### config.mk
export PLATFORM = sky130hd
export DESIGN_NAME = ssd_scan_capture_flat
export DESIGN_NICKNAME = d
export VERILOG_FILES = /design/src/rtl/ssd_scan_capture_if.sv /design/src/rtl/ssd_scan_capture.sv /design/src/flat_wrapper.sv
export SDC_FILE = /design/constraint.sdc
export NUM_CORES = 1
export LEC_CHECK = 0
export BUFFER_PORTS_ARGS = -buffer_cell sky130_fd_sc_hd__buf_2
export CORE_ASPECT_RATIO = 0.5
export CORE_MARGIN = 5
export CORE_UTILIZATION = 40
export DETAILED_ROUTE_END_ITERATION = 10
export GPL_TIMING_DRIVEN = 1
export PLACE_DENSITY = 0.66
export SETUP_SLACK_MARGIN = 0.05
export SLEW_MARGIN = 20
export SYNTH_ARGS = -nofsm -noshare
export SYNTH_HDL_FRONTEND = slang
export SYNTH_SLANG_ARGS = --single-unit
### constraint.sdc
create_clock -name clk -period 3.1 [get_ports clk]
set_input_delay 0.93 -clock clk [delete_from_list [all_inputs] [get_ports clk]]
set_output_delay 0.93 -clock clk [all_outputs]
set_load 0.005 [all_outputs]
### src/rtl/ssd_scan_capture_if.sv
// Display-scan observation bundle: the anode/segment stream plus the decoded word and status pulses.
interface ssd_scan_capture_if;
  logic        capture_en;
  logic [3:0]  ANODES;
  logic [6:0]  LED_OUT;
  logic [15:0] value;
  logic        frame_valid;
  logic        seg_err;
  logic        anode_err;

  modport master (
    output capture_en, ANODES, LED_OUT,
    input  value, frame_valid, seg_err, anode_err
  );

  modport slave (
    input  capture_en, ANODES, LED_OUT,
    output value, frame_valid, seg_err, anode_err
  );
endinterface

### src/rtl/ssd_scan_capture.sv
// Observes a multiplexed seven-segment scan, decodes each settled digit to hex and
// publishes complete four-digit frames as a 16-bit word with single-cycle status pulses.
module ssd_scan_capture #(
  parameter int SETTLE_CYCLES  = 4,
  parameter bit SEG_ACTIVE_LOW = 1'b1
) (
  input logic           clk,
  input logic           rst,
  ssd_scan_capture_if.slave bus
);

  localparam int CW = $clog2(SETTLE_CYCLES + 1);
  localparam logic [CW-1:0] CNT_MAX  = CW'(SETTLE_CYCLES);
  localparam logic [CW-1:0] CNT_EVAL = CW'(SETTLE_CYCLES - 1);

  typedef enum logic [1:0] {
    IDLE   = 2'd0,
    SETTLE = 2'd1,
    HOLD   = 2'd2
  } state_t;

  // Returns {valid, nibble} for an active-low {a..g} pattern.
  function automatic logic [4:0] font_decode(input logic [6:0] seg);
    logic [4:0] r;
    case (seg)
      7'h01:   r = 5'h10;
      7'h4F:   r = 5'h11;
      7'h12:   r = 5'h12;
      7'h06:   r = 5'h13;
      7'h4C:   r = 5'h14;
      7'h24:   r = 5'h15;
      7'h20:   r = 5'h16;
      7'h0F:   r = 5'h17;
      7'h00:   r = 5'h18;
      7'h04:   r = 5'h19;
      7'h08:   r = 5'h1A;
      7'h60:   r = 5'h1B;
      7'h31:   r = 5'h1C;
      7'h42:   r = 5'h1D;
      7'h30:   r = 5'h1E;
      7'h38:   r = 5'h1F;
      default: r = 5'h00;
    endcase
    return r;
  endfunction

  function automatic logic [2:0] anode_decode(input logic [3:0] a);
    logic [2:0] r;
    case (a)
      4'b1110: r = 3'b100;
      4'b1101: r = 3'b101;
      4'b1011: r = 3'b110;
      4'b0111: r = 3'b111;
      default: r = 3'b000;
    endcase
    return r;
  endfunction

  state_t          state_q;
  logic [3:0]      a_meta_q, sa_q, sa_prev_q;
  logic [6:0]      s_meta_q, ss_q;
  logic [CW-1:0]   cnt_q, cnt_d;
  logic [3:0]      seen_q;
  logic [15:0]     staging_q, value_q;
  logic            frame_valid_q, seg_err_q, anode_err_q;

  logic            sa_changed_s;
  logic            eval_s;
  logic [6:0]      seg_norm_s;
  logic [4:0]      font_s;
  logic [2:0]      anode_s;

  // Dwell counter next state and evaluate-step decode.
  always_comb begin
    sa_changed_s = (sa_q != sa_prev_q);
    if (sa_changed_s) begin
      cnt_d = '0;
    end else if (cnt_q != CNT_MAX) begin
      cnt_d = cnt_q + {{(CW-1){1'b0}}, 1'b1};
    end else begin
      cnt_d = cnt_q;
    end
    if (SEG_ACTIVE_LOW) begin
      seg_norm_s = ss_q;
    end else begin
      seg_norm_s = ~ss_q;
    end
    font_s  = font_decode(seg_norm_s);
    anode_s = anode_decode(sa_q);
    eval_s  = (state_q == SETTLE) && bus.capture_en && !sa_changed_s && (cnt_q == CNT_EVAL);
  end

  // Input synchronizers and dwell tracking.
  always_ff @(posedge clk or negedge rst) begin
    if (!rst) begin
      a_meta_q  <= 4'b0000;
      sa_q      <= 4'b0000;
      sa_prev_q <= 4'b0000;
      s_meta_q  <= 7'b0000000;
      ss_q      <= 7'b0000000;
      cnt_q     <= '0;
    end else begin
      a_meta_q  <= bus.ANODES;
      sa_q      <= a_meta_q;
      sa_prev_q <= sa_q;
      s_meta_q  <= bus.LED_OUT;
      ss_q      <= s_meta_q;
      cnt_q     <= cnt_d;
    end
  end

  // Scan FSM, frame assembly and registered status pulses.
  always_ff @(posedge clk or negedge rst) begin
    if (!rst) begin
      state_q       <= IDLE;
      seen_q        <= 4'b0000;
      staging_q     <= 16'h0000;
      value_q       <= 16'h0000;
      frame_valid_q <= 1'b0;
      seg_err_q     <= 1'b0;
      anode_err_q   <= 1'b0;
    end else begin
      frame_valid_q <= 1'b0;
      seg_err_q     <= 1'b0;
      anode_err_q   <= 1'b0;
      if (!bus.capture_en) begin
        state_q   <= IDLE;
        seen_q    <= 4'b0000;
        staging_q <= 16'h0000;
      end else begin
        // The cycle after the last digit lands is never an evaluate cycle, so no overlap here.
        if (seen_q == 4'b1111) begin
          value_q       <= staging_q;
          frame_valid_q <= 1'b1;
          seen_q        <= 4'b0000;
        end
        case (state_q)
          IDLE: begin
            if (sa_q != 4'b1111) begin
              state_q <= SETTLE;
            end else begin
              state_q <= IDLE;
            end
          end
          SETTLE: begin
            if (sa_q == 4'b1111) begin
              state_q <= IDLE;
            end else if (eval_s) begin
              state_q <= HOLD;
              if (!anode_s[2]) begin
                anode_err_q <= 1'b1;
                seen_q      <= 4'b0000;
              end else if (!font_s[4]) begin
                seg_err_q <= 1'b1;
                seen_q    <= 4'b0000;
              end else begin
                staging_q[{anode_s[1:0], 2'b00} +: 4] <= font_s[3:0];
                seen_q[anode_s[1:0]]                  <= 1'b1;
              end
            end else begin
              state_q <= SETTLE;
            end
          end
          HOLD: begin
            if (!sa_changed_s) begin
              state_q <= HOLD;
            end else if (sa_q == 4'b1111) begin
              state_q <= IDLE;
            end else begin
              state_q <= SETTLE;
            end
          end
          default: state_q <= IDLE;
        endcase
      end
    end
  end

  assign bus.value       = value_q;
  assign bus.frame_valid = frame_valid_q;
  assign bus.seg_err     = seg_err_q;
  assign bus.anode_err   = anode_err_q;

endmodule

### src/flat_wrapper.sv
// flat-port wrapper written by rule: the top's interface ports become plain ports
module ssd_scan_capture_flat 
#(
  parameter int SETTLE_CYCLES  = 4,
  parameter bit SEG_ACTIVE_LOW = 1'b1
)
  (clk, rst, bus_capture_en, bus_ANODES, bus_LED_OUT, bus_value, bus_frame_valid, bus_seg_err, bus_anode_err);
  ssd_scan_capture_if bus_i ();
  input logic clk;
  input logic rst;
  input wire logic [$bits(bus_i.capture_en)-1:0] bus_capture_en;
  input wire logic [$bits(bus_i.ANODES)-1:0] bus_ANODES;
  input wire logic [$bits(bus_i.LED_OUT)-1:0] bus_LED_OUT;
  output wire logic [$bits(bus_i.value)-1:0] bus_value;
  output wire logic [$bits(bus_i.frame_valid)-1:0] bus_frame_valid;
  output wire logic [$bits(bus_i.seg_err)-1:0] bus_seg_err;
  output wire logic [$bits(bus_i.anode_err)-1:0] bus_anode_err;
  assign bus_i.capture_en = bus_capture_en;
  assign bus_i.ANODES = bus_ANODES;
  assign bus_i.LED_OUT = bus_LED_OUT;
  assign bus_value = bus_i.value;
  assign bus_frame_valid = bus_i.frame_valid;
  assign bus_seg_err = bus_i.seg_err;
  assign bus_anode_err = bus_i.anode_err;
  ssd_scan_capture #(.SETTLE_CYCLES(SETTLE_CYCLES), .SEG_ACTIVE_LOW(SEG_ACTIVE_LOW)) u_core (.clk(clk), .rst(rst), .bus(bus_i));
endmodule
==> results by group, run 1 <==
Yosys
  • Number of synthesized register bits: 70
  • Synth Warn #: 0
  • Syn_nets: 316
  • Area contributors post-synth: dfrtp_1, nand2_1, ha_1
  • Cell Area, Synth: between 3000 and 4000 sq um
  • Synth top area share: ~57%
  • Post-synth EDFFs: 0
  • Synth unique cells: 48
  • Sequential element share of the synthesized area: roughly 57%
  • FFs w/ async S/R, synth: between 90% and 100%
  • Post-Synthesis Cells: ~290
  • Avg Inst Size Synth: 10.6 sq um
  • Post-synth top area cell: dfrtp_1
  • Ys flop type: dfrtp_1

Finish
  • Most frequent cells in the layout: nand2_1, dfrtp_1, buf_2, nor2_1, nand3_1
  • Area delta synth->final: 19.0%
  • Share of layout cells above drive strength 1: 19.9%
  • Antenna Cells: 0
  • Nets: 349
  • Design Area, Final: ~3700 sq um

Detailed routing
  • Routed WL: 5760 um
  • Vias per cell: 5.03
  • Post-route ant nets: 0
  • DR DRC count: 0
  • TritonRoute pass-1 iters: 4
  • 1st-iter DRT viols: 221
  • Routed wire per std cell: 13.5 um
  • DR vias: 2149

STA
  • Worst slew pin tran: about 0.67 ns
  • Max Slew Vio Count: 0
  • Max Clock Skew: 0.00480 ns
  • Max_slew headroom: 53.9%
  • Setup TNS Final: 0 ns
  • Final Hold Violating Endpoints: 0
  • # setup viols final: 0
  • Unrepaired setup endpoints after global routing: false
  • Final Cycle Share: 85.2%
  • Final min period: 2.64 ns
  • Fmax: 378 MHz

CTS
  • Total CTS buffers: 9
  • Skew-Pair Late Insertion Delay: 0.33 ns
  • Post-CTS Setup Inserts: 0
  • CTS root buffer: clkbuf_16
  • Clock transition at path regs: 0.05 ns
  • H-tree Lvls: 3
  • Post-cts sizing count: 0
  • CTS max path bufs: 2
  • Clock sinks: 70
  • CTS Hold Buffers Added: 0
  • CTS tree: done

Job
  • Maxcap violations: 0

Setup path
  • Top delay family on crit path: compound AO/OA/AOI/OAI gates
  • CP required: between 3 and 4 ns
  • R2R cell count: 6
  • Slowest stage cell, crit path: or4_1
  • CP Launch Type: flop
  • Critical path's largest stage delay: 0.55 ns
  • WP data arrival: approximately 2.9 ns
  • CP Launch Point: u_core.seg_norm_s[1]
  • Crit-path cells: or4_1, a211oi_1, a211oi_1, a311oi_4, a21bo_2, mux2_2
  • FF-to-FF End: u_core.staging_q[4]
  • WS Path Type: flop to flop
  • Crit end category: flop
  • Worst Path Max Fanout: 12
  • Sum of buffers and inverters on the critical path: 0
  • CP most frequent cell: a211oi_1
  • Crit path capture: u_core.staging_q[4]
  • R2r setup slk: 0.46 ns
  • Critical path depth: 6
  • Worst reg2reg startpoint: u_core.seg_norm_s[1]

Global routing
  • Initial antenna violation count: 0
  • Overflow after GRT: 0
  • Vias in the first global route: 2195
  • First-pass GRT wire length: 10400 um
  • Largest net degree at the start of global routing: 44
  • GRT Resource Usage Total: between 10% and 20%

Die
  • Die Y: 72.2 um
  • Die span in x: 134 um
  • Initial Util: 41.6%
  • Row cnt: 22
  • Ports: 33
  • Die area: 9700 sq um
  • Placeable Area: 7430 sq um

Pwr
  • Part of the power in registers: 44.8%
  • PD cells: 580 nW/um^2
  • Worst vdd ir: around 0.32 mV
  • Int Power: between 1.5 and 2 mW
  • Switching Fraction: 20.8%
  • Clock power share: 50.7%
  • Lkg Pwr: 1.83 nW
  • Logic pwr share: 4.5%
  • Sw power: 0.444 mW

Place
  • Post-DP HPWL: around 4200 um
  • Placer Congestion: 0.813
  • IO buf count: 32
  • Placed cell areas: 3360 sq um

Run status
  • Status: complete, no violations

Min path
  • Worst Hold Class: flop to flop
sequential cells by signal, indices dropped and copies added, names as in the netlist:
register and flops:
u_core.sa_prev_q 4, u_core.seg_norm_s 7, u_core.bus.value 16, u_core.bus.frame_valid 1, u_core.bus.seg_err 1, u_core.bus.anode_err 1
u_core.cnt_q 3, u_core.a_meta_q 4, u_core.seen_q 4, u_core.staging_q 16, u_core.state_q 2, u_core.sa_q 4
u_core.s_meta_q 7
synthesized netlist by cell type (3+ instances only):
library cell,instances
buf_2,4
nor2_1,16
nor3_1,8
nand4_1,3
nand4b_1,4
ha_1,9
mux2_2,8
a21boi_0,3
nand2_1,70
dfrtp_1,70
xor2_1,7
a21oi_1,3
nand3_1,11
inv_1,8
clkbuf_1,9
mux2i_1,8
a22oi_1,3
a211oi_1,4
nand2b_1,7
per-layer routing:
layer | up-vias | share of wire, % | track usage [%]
met1 | 1016 | 49 | 18.1
met2 | 61 | 43 | 20.2
met3 | 8 | 6.0 | 5.40
li1 | 1064 | - | -
met4 | 0 | 1.6 | 5.30
met5 | - | 0 | 0
per-stage QoR:
step	hold WS (ns)	util [%]	setup WS [ns]	instances	total power [mW]
global placement	0.333	45.2	0.577	411	1.06
finish	0.346	49.6	0.458	427	2.14
floorplan	0.331	-	0.566	293	1.03
detailed placement	0.335	45.2	0.493	411	1.07
CTS	0.347	49.6	0.464	427	2.17
global route	0.351	49.6	0.273	427	2.23
power by group through the flow:
stage	logic, mW	registers [mW]	clock network, mW
3_5_place_dp	0.0974	0.973	0
4_1_cts	0.0977	0.957	1.12
2_1_floorplan	0.0701	0.957	0
6_report	0.0960	0.958	1.08
5_1_grt	0.110	0.961	1.16
3_3_place_gp	0.0943	0.970	0
worst min path at each step:
stage | from | to | slack [ns] | cells past startpoint
finish | u_core.s_meta_q[4] | u_core.seg_norm_s[4] | 0.35 | 0
global route | u_core.s_meta_q[4] | u_core.seg_norm_s[4] | 0.35 | 0
CTS | u_core.s_meta_q[4] | u_core.seg_norm_s[4] | 0.35 | 0
detailed placement | u_core.s_meta_q[4] | u_core.seg_norm_s[4] | 0.33 | 0
global placement | u_core.a_meta_q[1] | u_core.sa_q[1] | 0.33 | 0
floorplan | u_core.a_meta_q[0] | u_core.sa_q[0] | 0.33 | 0
kinds of logic after synthesis:
| group | Yosys count | synth area share, % |
|---|---|---|
| mux | 16 | 5.50 |
| buf+inv | 23 | 2.95 |
| fa+ha+maj | 9 | 3.64 |
| simple gates | 137 | 21.1 |
| flops | 70 | 56.6 |
| compound gates | 29 | 7.72 |
| xor+xnor | 9 | 2.55 |
worst reg2reg max path, stage by stage, from the launching register on:
cell	delay (ns)
dfrtp_1	0.51
or4_1	0.55
a211oi_1	0.23
a211oi_1	0.14
a311oi_4	0.48
a21bo_2	0.27
mux2_2	0.35
area by class of cell:
cell class                      instances  area, sq um
Fill cell                             688         3750
Sequential cell                        70         1750
Multi-Input combinational cell        200         1250
Clock buffer                           10          239
Timing Repair Buffer                   36          203
Tap cell                               96          120
Clock inverter                          6         85.1
Inverter                                9         33.8
Power figures use the tool's default switching activity.
==> inputs of run 2 (changes only) <==
Settings changed: ABC_CLOCK_PERIOD_IN_PS set to 2900.
Clock period 3.1 ns to 2.9 ns, I/O delays scaled along.
==> run 2 against run 1 <==
Combinational power increased by 9%. Maximum frequency increased by 5.0%. Count of clock-buffer cells in the layout increased by 3. Hold slack lost 0.0011 ns. Register-to-register slack lost 0.07 ns. Largest power group is now registers.
==> results by group, run 2 (same netlist as run 1, synthesis figures left out) <==
Run status
  • Status: complete, no violations

CTS
  • CTS tree: done
  • Post-CTS Setup Inserts: 0 (unchanged)
  • CTS Hold Buffers Added: 0 (unchanged)
  • Skew-Pair Late Insertion Delay: 0.33 ns (about the same)
  • Clock sinks: 70 (unchanged)
  • Post-cts sizing count: 0 (unchanged)
  • Total CTS buffers: 9 (unchanged)
  • CTS max path bufs: 2 (unchanged)
  • Clock transition at path regs: 0.05 ns (about the same)
  • H-tree Lvls: 3 (unchanged)
  • CTS root buffer: clkbuf_16

Finish
  • Area delta synth->final: 17.7%
  • Design Area, Final: 3640 sq um (-1.1%)
  • Post-route insts no fill: 426 (-0.23%)
  • Nets: 350 (+0.29%)
  • Antenna Cells: 0 (unchanged)
  • Most frequent cells in the layout: nand2_1, dfrtp_1, buf_2, nor2_1, nand3_1
  • Share of layout cells above drive strength 1: 19.4% (-0.55 points)
  • Fill cells: 688 (unchanged)

Global routing
  • Vias in the first global route: 2111 (-3.8%)
  • Grt met1 use: 18.1% (about the same)
  • GRT Resource Usage Total: 13.6% (-0.086 points)
  • Routing usage on met3: 4.50% (-0.90 points)
  • Overflow after GRT: 0 (unchanged)
  • Initial antenna violation count: 0 (unchanged)
  • Largest net degree at the start of global routing: 45 (+2.3%)
  • Met2 Track Usage GR: 19.4% (-0.78 points)
  • First-pass GRT wire length: 10400 um (-0.59%)
  • GRT Max-Usage Layer: met2

STA
  • Final Hold Violating Endpoints: 0 (unchanged)
  • Final Cycle Share: 86.7% (+1.5 points)
  • Unrepaired setup endpoints after global routing: false
  • Worst slew pin tran: 0.624 ns (-0.0508 ns)
  • # setup viols final: 0 (unchanged)
  • Final WS setup: 0.385 ns (-0.0731 ns)
  • Max_slew headroom: 57.4% (+3.5 points)
  • Setup TNS Final: 0 ns (unchanged)
  • Max Slew Vio Count: 0 (unchanged)
  • Final min period: 2.52 ns (-0.127 ns)
  • Fmax: 398 MHz (+5.0%)
  • Hold slack: 0.345 ns (-0.00113 ns)
  • Max Clock Skew: 0.00300 ns (-0.00180 ns)

Setup path
  • Worst Path Max Fanout: 12 (unchanged)
  • WS Path Type: flop to flop
  • Top delay family on crit path: compound AO/OA/AOI/OAI gates
  • Critical path's largest stage delay: 0.56 ns (about the same)
  • WP data arrival: 2.72 ns (-0.13 ns)
  • Crit-path cells: or4_1, a211oi_1, a211oi_1, a311oi_4, a21bo_2, mux2_2
  • Sum of buffers and inverters on the critical path: 0 (unchanged)
  • CP Launch Point: u_core.seg_norm_s[0]
  • Crit end category: flop
  • CP required: 3.11 ns (-0.20 ns)
  • Critical path depth: 6 (unchanged)
  • Slowest stage cell, crit path: or4_1
  • CP Launch Type: flop
  • CP most frequent cell: a211oi_1
  • Worst reg2reg startpoint: u_core.seg_norm_s[0]
  • R2R cell count: 6 (unchanged)

Detailed routing
  • Vias per cell: 5.05 (+0.37%)
  • Routed wire per std cell: 13.9 um (+2.8%)
  • DR DRC count: 0 (unchanged)
  • TritonRoute pass-1 iters: 4 (unchanged)
  • 1st-iter DRT viols: 176 (-20%)
  • Post-route ant nets: 0 (unchanged)
  • DR vias: 2152 (+0.14%)
  • Routed WL: 5910 um (+2.6%)

Place
  • Placed Cells: 412 (+0.24%)
  • Dpl ws: 0.416 ns (-0.0769 ns)
  • Placed cell areas: 3370 sq um (+0.22%)
  • Placer Congestion: 0.782 (-3.9%)
  • IO buf count: 32 (unchanged)
  • Post-DP HPWL: 4220 um (+1.1%)

Die
  • Die area: 9700 sq um (unchanged)
  • Row cnt: 22 (unchanged)
  • Die Y: 72.2 um (unchanged)
  • Placeable Area: 7430 sq um (unchanged)
  • Initial Util: 41.6% (unchanged)
  • Die span in x: 134 um (unchanged)
  • Ports: 33 (unchanged)

Min path
  • Hold Path Stages: 0 (unchanged)
  • Worst Hold Class: flop to flop
  • Hold wc startpoint: u_core.s_meta_q[5]

Pwr
  • Worst vdd ir: 0.286 mV (-12%)
  • Part of the power in registers: 48.1% (+3.3 points)
  • Lkg Pwr: 1.82 nW (-0.62%)
  • PD cells: 584 nW/um^2 (+0.70%)
  • Int Power: 1.68 mW (-1.0%)
  • Logic pwr share: 4.9% (+0.4 points)
  • Clock power share: 47.0% (-3.7 points)
  • Sw power: 0.452 mW (+1.8%)
  • Switching Fraction: 21.2% (+0.47 points)

Job
  • Maxcap violations: 0 (unchanged)
## run 2: cell type report
type	instances	area, sq um	area share, %
inverters	9	33.8	0.927
clock buffers	13	270	7.42
multi-input cells	200	1250	34.4
well taps	96	120	3.30
repair buffers	37	210	5.77
flip-flops and latches	70	1750	48.1
clock inverters	1	5.00	0.137
## run 2: power by group through the flow
stage          Combinational (mW)  Sequential [mW]  Clock, mW
6_report                    0.105             1.02      0.999
5_1_grt                     0.120             1.03       1.07
4_1_cts                     0.107             1.02       1.03
3_5_place_dp                0.106             1.04          0
3_3_place_gp                0.102             1.04          0
2_1_floorplan              0.0750             1.02          0
## run 2: stage by stage
step | util [%] | power [mW]
6_report | 49.0 | 2.13
5_1_grt | 49.0 | 2.22
4_1_cts | 49.0 | 2.16
3_5_place_dp | 45.3 | 1.15
3_3_place_gp | 45.3 | 1.14
2_1_floorplan | - | 1.10
## run 2: routing by layer
| layer | wire length [um] | share of wire, % |
|---|---|---|
| met1 | 2970 | 50 |
| met2 | 2490 | 42 |
| met3 | 338 | 5.7 |
| met4 | 109 | 1.8 |
| met5 | 0 | 0 |
## run 2: path summary, 6_finish.rpt
kind | to | slack (ns)
setup reg to reg | u_core.staging_q[5] | 0.38
setup / recovery | u_core.staging_q[5] | 0.38
max in group asynchronous | u_core.bus.value[10] | 1.71
hold reg to reg | u_core.seg_norm_s[5] | 0.34
min in group asynchronous | u_core.sa_q[1] | 0.55
hold / removal | u_core.seg_norm_s[5] | 0.34
## run 2: worst reg2reg max path: stages, from the launching register on
cell and delay, ns:
dfrtp_1 0.49, or4_1 0.56, a211oi_1 0.22, a211oi_1 0.13, a311oi_4 0.38, a21bo_2 0.26, mux2_2 0.36
==> inputs of run 3 (changes only) <==
Settings changed: ABC_AREA set to 1.
==> run 3 against run 2 <==
Routed wire length rose by 7.8%. Clock skew barely moved. Sequential cell count is the same. Worst setup slack improved by 0.41 ns. Cell count increased by 32%. Critical endpoint is now u_core.staging_q[3]. Largest cell class unchanged. Largest power group is now the clock network.
==> results by group, run 3 <==
CTS
  • Post-cts sizing count: 0 (unchanged)
  • Post-CTS Setup Inserts: 0 (unchanged)
  • CTS root buffer: clkbuf_16
  • Clock transition at path regs: 0.05 ns (about the same)
  • Clock sinks: 70 (unchanged)
  • CTS tree: done
  • Skew-Pair Late Insertion Delay: 0.33 ns (about the same)
  • H-tree Lvls: 3 (unchanged)
  • CTS Hold Buffers Added: 0 (unchanged)
  • CTS max path bufs: 2 (unchanged)
  • Total CTS buffers: 9 (unchanged)

Pwr
  • Clock power share: 51.9% (+4.9 points)
  • Lkg Pwr: 2.17 nW (+19%)
  • Worst vdd ir: 0.317 mV (+11%)
  • PD cells: 602 nW/um^2 (+3.1%)
  • Sw power: 0.494 mW (+9.2%)
  • Part of the power in registers: 42.9% (-5.2 points)
  • Logic pwr share: 5.2% (+0.3 points)
  • Int Power: 1.87 mW (+11%)
  • Switching Fraction: 20.9% (-0.33 points)
  • Tot Pwr: 2.36 mW (+11%)

Setup path
  • CP Launch Type: flop
  • R2R cell count: 9 (+3)
  • Worst Path Max Fanout: 5 (-7)
  • CP required: 3.17 ns (+0.06 ns)
  • Crit end category: flop
  • WP data arrival: 2.37 ns (-0.35 ns)
  • WS Path Type: flop to flop

Yosys
  • FFs w/ async S/R, synth: 100% (unchanged)
  • Synth top area share: 53.5% (-3.1 points)
  • Number of synthesized register bits: 70 (unchanged)
  • Ys flop type: dfrtp_1
  • Cell Area, Synth: 3270 sq um (+5.8%)
  • Area contributors post-synth: dfrtp_1, nand2_1, nor2_1
  • Syn_nets: 428 (+35%)
  • Most common cell in the netlist: nand2_1
  • Post-synth top area cell: dfrtp_1
  • Post-synth EDFFs: 0 (unchanged)
  • Top cells by count, synth: nand2_1, dfrtp_1, nor2_1, nand3_1, inv_1
  • Avg Inst Size Synth: 8.08 sq um (-23%)
  • Sequential element share of the synthesized area: 53.5% (-3.1 points)
  • Synth unique cells: 23 (-52%)
  • Post-Synthesis Cells: 405 (+38%)
  • Synth Warn #: 0 (unchanged)

Finish
  • Core Util, Final: 49.0% (about the same)
  • Nets: 470 (+34%)
  • Antenna Cells: 0 (unchanged)
  • Commonest non-fill, non-tap cell in the layout: nand2_1
  • Most frequent cells in the layout: nand2_1, dfrtp_1, nor2_1, nand3_1
  • Area delta synth->final: 19.8%
  • Share of layout cells above drive strength 1: 14.8% (-4.6 points)

STA
  • Final Cycle Share: 72.5% (-14 points)
  • Final min period: 2.10 ns (-0.414 ns)
  • Max_slew headroom: 56.3% (-1.1 points)
  • # setup viols final: 0 (unchanged)
  • Max Clock Skew: 0.00278 ns (-0.000227 ns)
  • Max Slew Vio Count: 0 (unchanged)
  • Fmax: 476 MHz (+20%)
  • Worst slew pin tran: 0.655 ns (+0.0317 ns)
  • Hold slack: 0.345 ns (+0.000262 ns)
  • Setup TNS Final: 0 ns (unchanged)
  • Unrepaired setup endpoints after global routing: false
  • Final Hold Violating Endpoints: 0 (unchanged)

Global routing
  • Vias in the first global route: 2426 (+15%)
  • Largest net degree at the start of global routing: 39 (-13%)
  • GRT Resource Usage Total: 14.2% (+0.61 points)
  • Overflow after GRT: 0 (unchanged)
  • Initial antenna violation count: 0 (unchanged)
  • First-pass GRT wire length: 11300 um (+9.0%)

Detailed routing
  • 1st-iter DRT viols: 152 (-14%)
  • TritonRoute pass-1 iters: 4 (unchanged)
  • DR vias: 2580 (+20%)
  • Routed wire per std cell: 11.3 um (-19%)
  • Vias per cell: 4.57 (-9.4%)
  • DR DRC count: 0 (unchanged)
  • Post-route ant nets: 0 (unchanged)
  • Routed WL: 6370 um (+7.8%)

Place
  • IO buf count: 32 (unchanged)
  • Placer Congestion: 0.839 (+7.4%)
  • Post-DP HPWL: 4690 um (+11%)

Min path
  • Worst Hold Class: flop to flop
  • Hold Path Stages: 0 (unchanged)

Die
  • Die span in x: 138 um (+2.6%)
  • Row cnt: 23 (+4.5%)
  • Initial Util: 40.9% (-0.72 points)
  • Die Y: 74.0 um (+2.5%)
  • Die area: 10200 sq um (+5.2%)
  • Placeable Area: 8000 sq um (+7.6%)
  • Ports: 33 (unchanged)

Run status
  • Status: complete, no violations

Job
  • Maxcap violations: 0 (unchanged)
==> run 3: changes by cell type after synthesis, sizes merged, moves of 5 or more <==
| cell | change |
|---|---|
| nand3 | +29 |
| nand2 | +90 |
| mux2i | -8 |
| inv | +26 |
| nor2 | +39 |
| clkbuf | -6 |
| nand2b | -7 |
| nand4 | +5 |
| mux2 | -8 |
==> run 3: power by group through the flow <==
stage	Clock [mW]	Combinational [mW]	Sequential, mW
global route	1.30	0.141	1.02
floorplan	0	0.0738	1.03
CTS	1.26	0.124	1.01
detailed placement	0	0.123	1.03
global placement	0	0.122	1.03
finish	1.23	0.122	1.01
==> run 3: metal layers <==
metal	vias up	GRT usage, %	part of all wire, %
met5	-	0	0
met1	1150	19.6	52
li1	1366	-	-
met2	54	21.2	41
met4	0	4.60	1.4
met3	10	4.80	5.3
==> run 3: cell type report <==
class	count	area, sq um
Tap cell	112	140
Clock inverter	7	113
Sequential cell	70	1750
Clock buffer	9	225
Inverter	34	128
Timing Repair Buffer	36	190
Multi-Input combinational cell	296	1380
Fill cell	811	4080
==> run 3: path summary, 6_finish.rpt <==
path | start | endpoint | slack [ns]
min reg2reg | u_core.s_meta_q[5] | u_core.seg_norm_s[5] | 0.34
max reg2reg | u_core.sa_q[3] | u_core.staging_q[3] | 0.80
max in group asynchronous | rst | u_core.bus.frame_valid | 1.96
min | u_core.s_meta_q[5] | u_core.seg_norm_s[5] | 0.34
min in group asynchronous | rst | u_core.seg_norm_s[6] | 0.56
max | u_core.sa_q[3] | u_core.staging_q[3] | 0.80
==> run 3: cells by family (layout without fill, tap and decap cells) <==
| family | Yosys count | after routing | share of synthesized area, % |
|---|---|---|---|
| AOI/OAI and AO/OA | 11 | 11 | 1.80 |
| xor gates and xnor gates | 4 | 4 | 1.07 |
| adders and majority gates | 9 | 9 | 3.44 |
| buffers and inverters | 39 | 86 | 4.51 |
| DFF | 70 | 70 | 53.5 |
| and+or+nand+nor | 272 | 272 | 35.7 |
==> run 3: worst max-delay path, stage by stage (launching register included) <==
cell and delay (ns):
dfrtp_1 0.42, nand2_1 0.12, inv_1 0.07, a31oi_1 0.25
ha_1 0.33, nor2_1 0.32, nand4_1 0.23, a21oi_1 0.18
nand2_1 0.08, nand2_1 0.05
==> run 3: stage by stage <==
stage	area (sq um)	std cells	setup WS [ns]
2_1_floorplan	3270	405	0.753
3_3_place_gp	3580	548	0.575
3_5_place_dp	3580	548	0.512
4_1_cts	3920	564	0.812
5_1_grt	3920	564	0.534
6_report	3920	564	0.798
